File: src/rtl/pc_generator_pkg.sv
// ---------------------------------------------------------------------------
// pc_generator_pkg
//   Shared definitions for the fetch-stage program-counter generator:
//   FSM state encodings and the alignment mask used by fetch and decode to
//   decide whether a redirect target is legal.
// ---------------------------------------------------------------------------
package pc_generator_pkg;

  typedef enum logic [1:0] {
    ST_BOOT = 2'b00,
    ST_RUN  = 2'b01,
    ST_HALT = 2'b10
  } pc_state_e;

  // Low address bits that must be zero for a legal instruction address.
  localparam logic [1:0] ALIGN_MASK_WORD = 2'b11;  // 32-bit only ISA
  localparam logic [1:0] ALIGN_MASK_HALF = 2'b01;  // C extension present

  function automatic logic [1:0] align_mask(input bit c_ext);
    return c_ext ? ALIGN_MASK_HALF : ALIGN_MASK_WORD;
  endfunction

endpackage

File: src/rtl/pc_generator_next_sel.sv
// ---------------------------------------------------------------------------
// pc_next_sel
//   Purely combinational next-PC selection: priority mux, sequential step
//   adder and redirect-alignment check.
// Ports
//   i_state           current FSM state
//   i_fetch_addr      current registered fetch address
//   i_alu_pc          redirect target from the ALU
//   i_pc_mux          redirect request
//   i_trap_en         trap / interrupt request
//   i_advance         current fetch accepted and PC may step
//   i_inst_compressed current instruction is 16-bit (C_EXT builds only)
//   o_next_addr       fetch address to register at the next edge
//   o_seq_addr        fetch address + step (link value)
//   o_misalign_hit    redirect taken to the trap vector due to misalignment
// ---------------------------------------------------------------------------
module pc_next_sel
  import pc_generator_pkg::*;
#(
  parameter int              XLEN        = 32,
  parameter logic [XLEN-1:0] TRAP_VECTOR = XLEN'(32'h0000_0100),
  parameter int              C_EXT       = 0
) (
  input  pc_state_e       i_state,
  input  logic [XLEN-1:0] i_fetch_addr,
  input  logic [XLEN-1:0] i_alu_pc,
  input  logic            i_pc_mux,
  input  logic            i_trap_en,
  input  logic            i_advance,
  input  logic            i_inst_compressed,
  output logic [XLEN-1:0] o_next_addr,
  output logic [XLEN-1:0] o_seq_addr,
  output logic            o_misalign_hit
);

  logic [XLEN-1:0] w_step;
  logic            w_misal;

  always_comb begin
    w_step = XLEN'(4);
    if ((C_EXT != 0) && i_inst_compressed) w_step = XLEN'(2);
  end

  // Wraps modulo 2^XLEN by construction.
  assign o_seq_addr = i_fetch_addr + w_step;
  assign w_misal    = |(i_alu_pc[1:0] & align_mask(C_EXT != 0));

  always_comb begin
    o_next_addr    = i_fetch_addr;
    o_misalign_hit = 1'b0;
    unique case (i_state)
      ST_RUN: begin
        // Redirects and traps win over stall / memory back-pressure.
        if (i_trap_en) begin
          o_next_addr = TRAP_VECTOR;
        end else if (i_pc_mux && !w_misal) begin
          o_next_addr = i_alu_pc;
        end else if (i_pc_mux) begin
          o_next_addr    = TRAP_VECTOR;
          o_misalign_hit = 1'b1;
        end else if (i_advance) begin
          o_next_addr = o_seq_addr;
        end
      end
      // Only an interrupt can move the PC out of halt; PCMux is ignored.
      ST_HALT: if (i_trap_en) o_next_addr = TRAP_VECTOR;
      default: ;
    endcase
  end

endmodule

File: src/rtl/pc_generator.sv
// ---------------------------------------------------------------------------
// pc_generator
//   Fetch-stage program counter with fetch handshake, boot delay,
//   halt/resume, trap vectoring, misaligned-redirect detection, optional
//   C-extension stepping and an accepted-fetch counter.
// Ports
//   clk             rising-edge clock
//   reset           asynchronous active-low reset
//   ALUPC           redirect target from the ALU
//   PCMux           take ALUPC
//   trap_en         take TRAP_VECTOR (also wakes from halt)
//   halt            level: stop issuing fetches
//   stall           level: hold PC for a pipeline hazard
//   inst_compressed current instruction is 16-bit (C_EXT=1 only)
//   imem_ready      instruction memory accepts fetch_addr this cycle
//   fetch_addr      registered fetch address
//   fetch_valid     registered fetch request qualifier
//   seq_addr        fetch_addr + step (combinational link value)
//   misaligned      one-cycle pulse on a misaligned redirect
//   bad_addr        ALUPC captured on the last misaligned redirect
//   fetch_count     number of accepted fetches
// ---------------------------------------------------------------------------
module pc_generator
  import pc_generator_pkg::*;
#(
  parameter int              XLEN         = 32,
  parameter logic [XLEN-1:0] RESET_VECTOR = XLEN'(32'h0000_0000),
  parameter logic [XLEN-1:0] TRAP_VECTOR  = XLEN'(32'h0000_0100),
  parameter int              C_EXT        = 0,
  parameter int              BOOT_DELAY   = 2,
  parameter int              CNT_W        = 64
) (
  input  logic             clk,
  input  logic             reset,
  input  logic [XLEN-1:0]  ALUPC,
  input  logic             PCMux,
  input  logic             trap_en,
  input  logic             halt,
  input  logic             stall,
  input  logic             inst_compressed,
  input  logic             imem_ready,
  output logic [XLEN-1:0]  fetch_addr,
  output logic             fetch_valid,
  output logic [XLEN-1:0]  seq_addr,
  output logic             misaligned,
  output logic [XLEN-1:0]  bad_addr,
  output logic [CNT_W-1:0] fetch_count
);

  localparam int              BCW       = (BOOT_DELAY > 1) ? $clog2(BOOT_DELAY) : 1;
  localparam logic [BCW-1:0]  BOOT_LAST = BCW'(BOOT_DELAY - 1);

  pc_state_e        r_state;
  logic [BCW-1:0]   r_boot_cnt;
  logic [XLEN-1:0]  r_fetch_addr;
  logic             r_fetch_valid;
  logic             r_misaligned;
  logic [XLEN-1:0]  r_bad_addr;
  logic [CNT_W-1:0] r_fetch_count;

  logic             w_accept;
  logic             w_advance;
  logic [XLEN-1:0]  w_next_addr;
  logic [XLEN-1:0]  w_seq_addr;
  logic             w_misalign_hit;

  // A fetch is handed to memory whenever the request is valid and taken.
  assign w_accept  = r_fetch_valid && imem_ready && !stall;
  // A halting cycle still completes its handshake but the PC stays put so
  // the same address is re-issued on resume.
  assign w_advance = w_accept && !halt;

  pc_next_sel #(
    .XLEN        (XLEN),
    .TRAP_VECTOR (TRAP_VECTOR),
    .C_EXT       (C_EXT)
  ) u_next_sel (
    .i_state           (r_state),
    .i_fetch_addr      (r_fetch_addr),
    .i_alu_pc          (ALUPC),
    .i_pc_mux          (PCMux),
    .i_trap_en         (trap_en),
    .i_advance         (w_advance),
    .i_inst_compressed (inst_compressed),
    .o_next_addr       (w_next_addr),
    .o_seq_addr        (w_seq_addr),
    .o_misalign_hit    (w_misalign_hit)
  );

  always_ff @(posedge clk or negedge reset) begin
    if (!reset) begin
      r_state       <= ST_BOOT;
      r_boot_cnt    <= '0;
      r_fetch_addr  <= RESET_VECTOR;
      r_fetch_valid <= 1'b0;
      r_misaligned  <= 1'b0;
      r_bad_addr    <= '0;
      r_fetch_count <= '0;
    end else begin
      r_fetch_addr <= w_next_addr;
      r_misaligned <= w_misalign_hit;
      if (w_misalign_hit) r_bad_addr <= ALUPC;
      if (w_accept) r_fetch_count <= r_fetch_count + CNT_W'(1);

      unique case (r_state)
        ST_BOOT: begin
          r_fetch_valid <= 1'b0;
          if (r_boot_cnt == BOOT_LAST) begin
            r_state       <= ST_RUN;
            r_fetch_valid <= !stall;
          end else begin
            r_boot_cnt <= r_boot_cnt + BCW'(1);
          end
        end
        ST_RUN: begin
          if (halt) begin
            r_state       <= ST_HALT;
            r_fetch_valid <= 1'b0;
          end else begin
            r_fetch_valid <= !stall;
          end
        end
        ST_HALT: begin
          if (trap_en || !halt) begin
            r_state       <= ST_RUN;
            r_fetch_valid <= !stall;
          end else begin
            r_fetch_valid <= 1'b0;
          end
        end
        default: begin
          r_state       <= ST_BOOT;
          r_fetch_valid <= 1'b0;
        end
      endcase
    end
  end

  assign fetch_addr  = r_fetch_addr;
  assign fetch_valid = r_fetch_valid;
  assign seq_addr    = w_seq_addr;
  assign misaligned  = r_misaligned;
  assign bad_addr    = r_bad_addr;
  assign fetch_count = r_fetch_count;

endmodule
File: config.mk
export PLATFORM = sky130hd
export DESIGN_NAME = pc_generator
export DESIGN_NICKNAME = d
export VERILOG_FILES = /design/src/rtl/pc_generator_pkg.sv /design/src/rtl/pc_generator_next_sel.sv /design/src/rtl/pc_generator.sv
export SDC_FILE = /design/constraint.sdc
export NUM_CORES = 1
export LEC_CHECK = 0
export CAP_MARGIN = 30
export CORE_UTILIZATION = 40
export CTS_CLUSTER_SIZE = 40
export DETAILED_ROUTE_END_ITERATION = 10
export PLACE_DENSITY_LB_ADDON = 0.05
export SETUP_SLACK_MARGIN = 0.4
export SYNTH_ARGS = -nofsm -noshare
export SYNTH_HDL_FRONTEND = slang
export SYNTH_SLANG_ARGS = --single-unit
export TNS_END_PERCENT = 30
File: constraint.sdc
create_clock -name clk -period 4.36 [get_ports clk]
set_input_delay 0.436 -clock clk [delete_from_list [all_inputs] [get_ports clk]]
set_output_delay 0.436 -clock clk [all_outputs]
set_load 0.01 [all_outputs]
Word level (Yosys, flattened, before mapping)
Cells that the tools add are included.
{"block": "classes", "n_mux": 19, "reduce_logical": 13, "n_eq_ne": 7, "add_sub_neg": 3}
{"operator": "2-to-1 mux 32 bit", "n": 5}
{"operator": "adder 64 x 1 -> 64 bit (second input constant)", "n": 1}
{"operator": "case mux 32 bit (2 select lines)", "n": 1}
{"operator": "adder 32 x 3 -> 32 bit (second input constant)", "n": 1}
{"operator": "2-to-1 mux 1 bit", "n": 8}
{"operator": "!= test 2 bit (second input constant)", "n": 4}
{"operator": "2-to-1 mux 2 bit", "n": 3}
{"operator": "case mux 2 bit (3 select lines)", "n": 1}
{"operator": "AND reduction 3 bit", "n": 2}
{"operator": "!= test 5 x 3 -> 1 bit (second input constant)", "n": 1}
{"operator": "logical AND 1 bit", "n": 4}
{"operator": "logical NOT 1 bit", "n": 3}
{"operator": "case mux 1 bit (3 select lines)", "n": 1}
{"operator": "equality test 2 x 1 -> 1 bit (second input constant)", "n": 1}
{"operator": "equality test 2 bit (second input constant)", "n": 1}
{"operator": "logical NOT 2 bit", "n": 1}
{"operator": "nonzero test 2 bit", "n": 1}
{"operator": "OR reduction 2 bit", "n": 1}
{"operator": "adder 1 bit (second input constant)", "n": 1}
{"operator": "logical OR 1 bit", "n": 1}
{"block": "word_totals", "output_inout_bits": 162, "input_bits": 40, "reg_bits": 133, "word_cells": 49}

Depth between registers and ports, before layout
{"block": "logic_depth", "depth_word": 8, "ltp_mapped": 9}

By module
From an unflattened synthesis, not the netlist that was laid out.
{"block": "hier_totals", "hier_cells": 677, "hier_area_um2": 6952.9}
{"mod": "pc_generator", "cells_per_inst": 400, "instances": 1, "seq_area_each_um2": 3328.2, "area_per_inst_um2": 5210.0}
{"mod": "pc_next_sel", "cells_per_inst": 277, "instances": 1, "seq_area_each_um2": 0.0, "area_per_inst_um2": 1742.9}

Worst setup path after synthesis
Ideal clock, no wire load.
{"block": "synth_path", "kind": "reg2reg", "start": "reg r_state[0]", "end": "reg r_fetch_addr[25] (netlist: fetch_addr[25])", "path_buffers": 2, "path_slack_ns": 2.056, "required_time_ns": 4.244, "period_less_slack_ns": 2.304, "arrival_time_ns": 2.188, "stages_incl_launch_ff": 10, "cell_sequence": "dfrtp_1 inv_1 ha_1 or3b_2 or4_1 buf_2 clkbuf_1 a21oi_1 o21ai_0 o311ai_0"}
{"block": "synth_via", "elab_chain_cells": 3, "word_cells_on_any_way": 7, "cone_classes": "eq/ne: 4; mux: 1; reduce/logical: 2"}
{"item": "from (decl)", "line_no": "pc_generator.sv:53", "text": "pc_state_e r_state;"}
{"item": "from (signal assigned)", "line_no": "pc_generator.sv:92", "text": "r_state <= ST_BOOT;"}
{"item": "from (signal assigned)", "line_no": "pc_generator.sv:109", "text": "r_state <= ST_RUN;"}
{"item": "from (signal assigned)", "line_no": "pc_generator.sv:117", "text": "r_state <= ST_HALT;"}
{"item": "equality test 2 x 1 -> 1 bit / equality test 2 bit (equally long branches)", "line_no": "pc_generator_next_sel.sv:51", "text": "unique case (i_state)"}
{"item": "!= test 5 x 3 -> 1 bit (no source line) (tied with other cells)"}
{"item": "AND reduction 3 bit (no source line)"}
{"item": "to (signal assigned)", "line_no": "pc_generator.sv:100", "text": "r_fetch_addr <= w_next_addr;"}
{"item": "to (decl)", "line_no": "pc_generator.sv:55", "text": "logic [XLEN-1:0] r_fetch_addr;"}
Parallel ways exist; a longest one is shown, timed or not.
A chain may end at the register's enable or synchronous reset.

Worst setup path after layout
{"block": "layout_path", "start": "reg r_fetch_addr[7] (netlist: fetch_addr[7])", "end": "out seq_addr[28]"}
{"block": "layout_via", "elab_chain_cells": 1}
{"item": "adder 32 x 3 -> 32 bit", "line_no": "pc_generator_next_sel.sv:45", "text": "assign o_seq_addr = i_fetch_addr + w_step;"}
{"item": "to (decl)", "line_no": "pc_generator.sv:44", "text": "output logic [XLEN-1:0] seq_addr,"}
Every way passes these cells.

==> qor.yml <==
yosys:
  yosysMostFrequentCell: "dfrtp_1"
  synth_commonest_cells: "dfrtp_1, nand2_1, nor2_1"
  synthCells: 648
  synth_ff_type: "dfrtp_1"
  synth_edf_count: 0
  netlist_area_um2: 6610
  synth_cell_types: 47
  yosys_warnings: 0
  postSynthAreaPerCell_um2: 10.2
  syn-num-nets: 695
  synth_area_leaders: "dfrtp_1, xor2_1, mux2_2, xnor2_1, nand2_1"
  seq_area_frac_synth_pct: 50.3
  yosysTopAreaCell: "dfrtp_1"
  synth_top_cell_area_share_pct: 50.3
  yosys_register_bits: 133
  async_reset_ff_share_pct: 100
placement:
  portBuffers: 200
  placed_area_um2: 8870
  gp_congestion: 0.823
  hpwl_um: 12900
setup_path:
  path_max_fanout: 11
  path_class: "flop to output pin"
  crit_path_frequent_cell: "nand4_1"
  crit_chain: "nand4_1 > nor3_1 > nand4_1 > xnor2_1 > clkdlybuf4s50_1"
  crit_path_end_kind: "output pin"
  required_ns: 3.92
  start_kind: "flop"
  worstReg2RegStart: "r_state[0]"
  crit_buf_inv: 1
  cp_top_family: "simple AND/OR/NAND/NOR gates"
  crit_arrival_ns: 3.19
  slowest_delay_ns: 0.77
  cp_slowest_cell: "nor3_1"
  crit_start: "fetch_addr[7]"
finish:
  fin_nets: 897
  postLayoutCellArea_um2: 9430
  antenna_cells: 0
  drive_gt1_share_pct: 9.43
  fillCellCount: 1435
  syn2layout_area_growth_pct: 42.6
sta:
  period_minus_slack_ns: 3.62
  slew_headroom_pct: 42.3
  hold_viol: 0
  report.final.slew_viol_count: 0
  fin_setup_tns_ns: 0
  max_freq_ghz: 0.276
  period_share_pct: 83.1
  finClkSkew_ns: 0.00637
  setup_viol: 0
  rsz0062_at_grt: "false"
  max_slew.worst_pin.slew_ns: 0.859
cts:
  cts.clk_slew.worst_paths_ns: 0.06
  cts_tree: "yes"
  clk_latency_ns: 0.41
  htree_levels: 4
  cts_buffers: 17
  cts_setup_buffers: 0
  clock-root-buffer: "clkbuf_16"
  clkSinkCount: 133
  clk_path_buf_depth: 2
grt:
  grt_pass1_vias: 5640
  antenna_found_initial: 0
  grt.met3_usage_pct: 6.88
  grt_max_degree: 106
  grt_overflow_total: 0
  grt_pass1_wl_um: 28900
  groute.usage.overall_pct: 22.0
  use_met1_pct: 26.8
  busiest_layer: "met2"
  grt_use_met2_pct: 36.1
floorplan:
  initial_utilization_pct: 41.3
  dieArea_um2: 17000
  die_h_um: 131
  dieWidth_um: 131
  core_um2: 16000
  ioPinCount: 202
  row_count: 46
drt:
  ant_nets: 0
  drt-vias-per-instance: 5.28
  totalWireLength_um: 18200
  post-route-drc-count: 0
  wl_per_cell_um: 16.9
  vias: 5675
  drtIter0Drc: 286
  dr.pass1.iters: 6
power:
  vdd_drop_max_uv: 268
  p_int_w: 0.00292
  share_clk_of_total_power_pct: 30.9
  power.leakage_nw: 4.05
  p_sw_w: 0.00119
  swShare_pct: 29.0
  pwr_density_cell_nw_per_um2: 437
  combPwrFrac_pct: 29.3
  power_frac_seq_pct: 39.8
worst_hold_path:
  hold_path.class: "input pin to async pin"
flow_run:
  drv_cap: 0
outcome:
  outcome: "complete, no violations"
## placed cells by master (no fill, tap or decap), drive strengths merged, types with 3 or more instances in the layout
master / n
clkdlybuf4s50: 199
dfrtp: 133
nand2: 60
nor2: 58
xor2: 51
xnor2: 40
mux2: 34
o21ai: 34
nand4: 33
nand3: 30
inv: 24
nor3: 23
clkbuf: 23
nor4: 21
a22oi: 17
buf: 9
o311ai: 8
a21oi: 7
ha: 7
a31oi: 6
clkinv: 5
and3: 4
and2: 3
and4: 3
## cell type report
type	count	area (µm²)	share of cell area (%)
inverters	25	93.8	0.995
clock buffers	23	488	5.17
clock inverters	5	27.5	0.292
well taps	216	270	2.87
repair buffers	209	2110	22.4
multi-input cells	464	3110	33.0
flip-flops and latches	133	3330	35.3
## worst paths after layout
check	end	slack [ns]	cells after the start
setup / recovery	seq_addr[28]	0.74	5
hold / removal	fetch_count[21]	0.42	2
setup reg to reg	fetch_addr[12]	1.62	8
hold reg to reg	fetch_count[63]	0.47	1
max in group asynchronous	fetch_addr[30]	2.81	4
min in group clk	fetch_count[63]	0.47	1
## worst reg2reg max path: stages, from the launching register on
cell	delay, ns
dfrtp_1	0.42
inv_1	0.09
ha_1	0.28
or3b_2	0.54
or4_1	0.65
buf_16	0.26
buf_4	0.17
o21bai_1	0.13
o2bb2ai_1	0.12
## cells by family (layout without fill, tap and decap cells)
logic type | count (synthesis) | after routing | synth area share [%]
AOI/OAI and AO/OA | 79 | 79 | 7.53
xor gates and xnor gates | 91 | 91 | 12.1
adders and majority gates | 7 | 7 | 1.32
buffers and inverters | 51 | 262 | 3.12
DFF | 133 | 133 | 50.3
muxes | 36 | 36 | 6.09
and+or+nand+nor | 251 | 251 | 19.5
## layer usage
metal,share of wire [%],vias to the layer above
met5,0,-
met4,2.0,0
met3,7.3,27
met2,49,188
met1,42,2773
li1,-,2687
## repair_timing
item                                   CTS  global route
gates resized for setup                  0             1
hold buffers                             0             1
setup endpoints to repair                0             2
endpoints found under the hold margin    0             8
## state kept, by name, summed over array words and instances (netlist names)
name / count
bad_addr: 32
fetch_count: 64
r_state: 2
fetch_addr: 32
r_boot_cnt: 1
misaligned: 1
fetch_valid: 1
## power by group through the flow
stage | clock network [W] | logic (W) | registers (W)
floorplan | 0 | 0.000430 | 0.00172
global placement | 0 | 0.00120 | 0.00164
detailed placement | 0 | 0.00121 | 0.00166
CTS | 0.00130 | 0.00122 | 0.00164
global route | 0.00135 | 0.00130 | 0.00168
finish | 0.00127 | 0.00121 | 0.00164
## metrics by stage
stage          total power (W)  hold slack, ns  utilization (%)  cells  setup WS (ns)
5_1_grt                0.00433           0.423             59.0   1075          0.549
4_1_cts                0.00416           0.187             58.7   1073          0.624
3_5_place_dp           0.00287           0.458             55.5   1045           1.08
6_report               0.00412           0.417             59.0   1075          0.737
2_1_floorplan          0.00215           0.140                -    648           2.06
3_3_place_gp           0.00284           0.460             55.3   1044           1.12
Power figures use the tool's default switching activity.
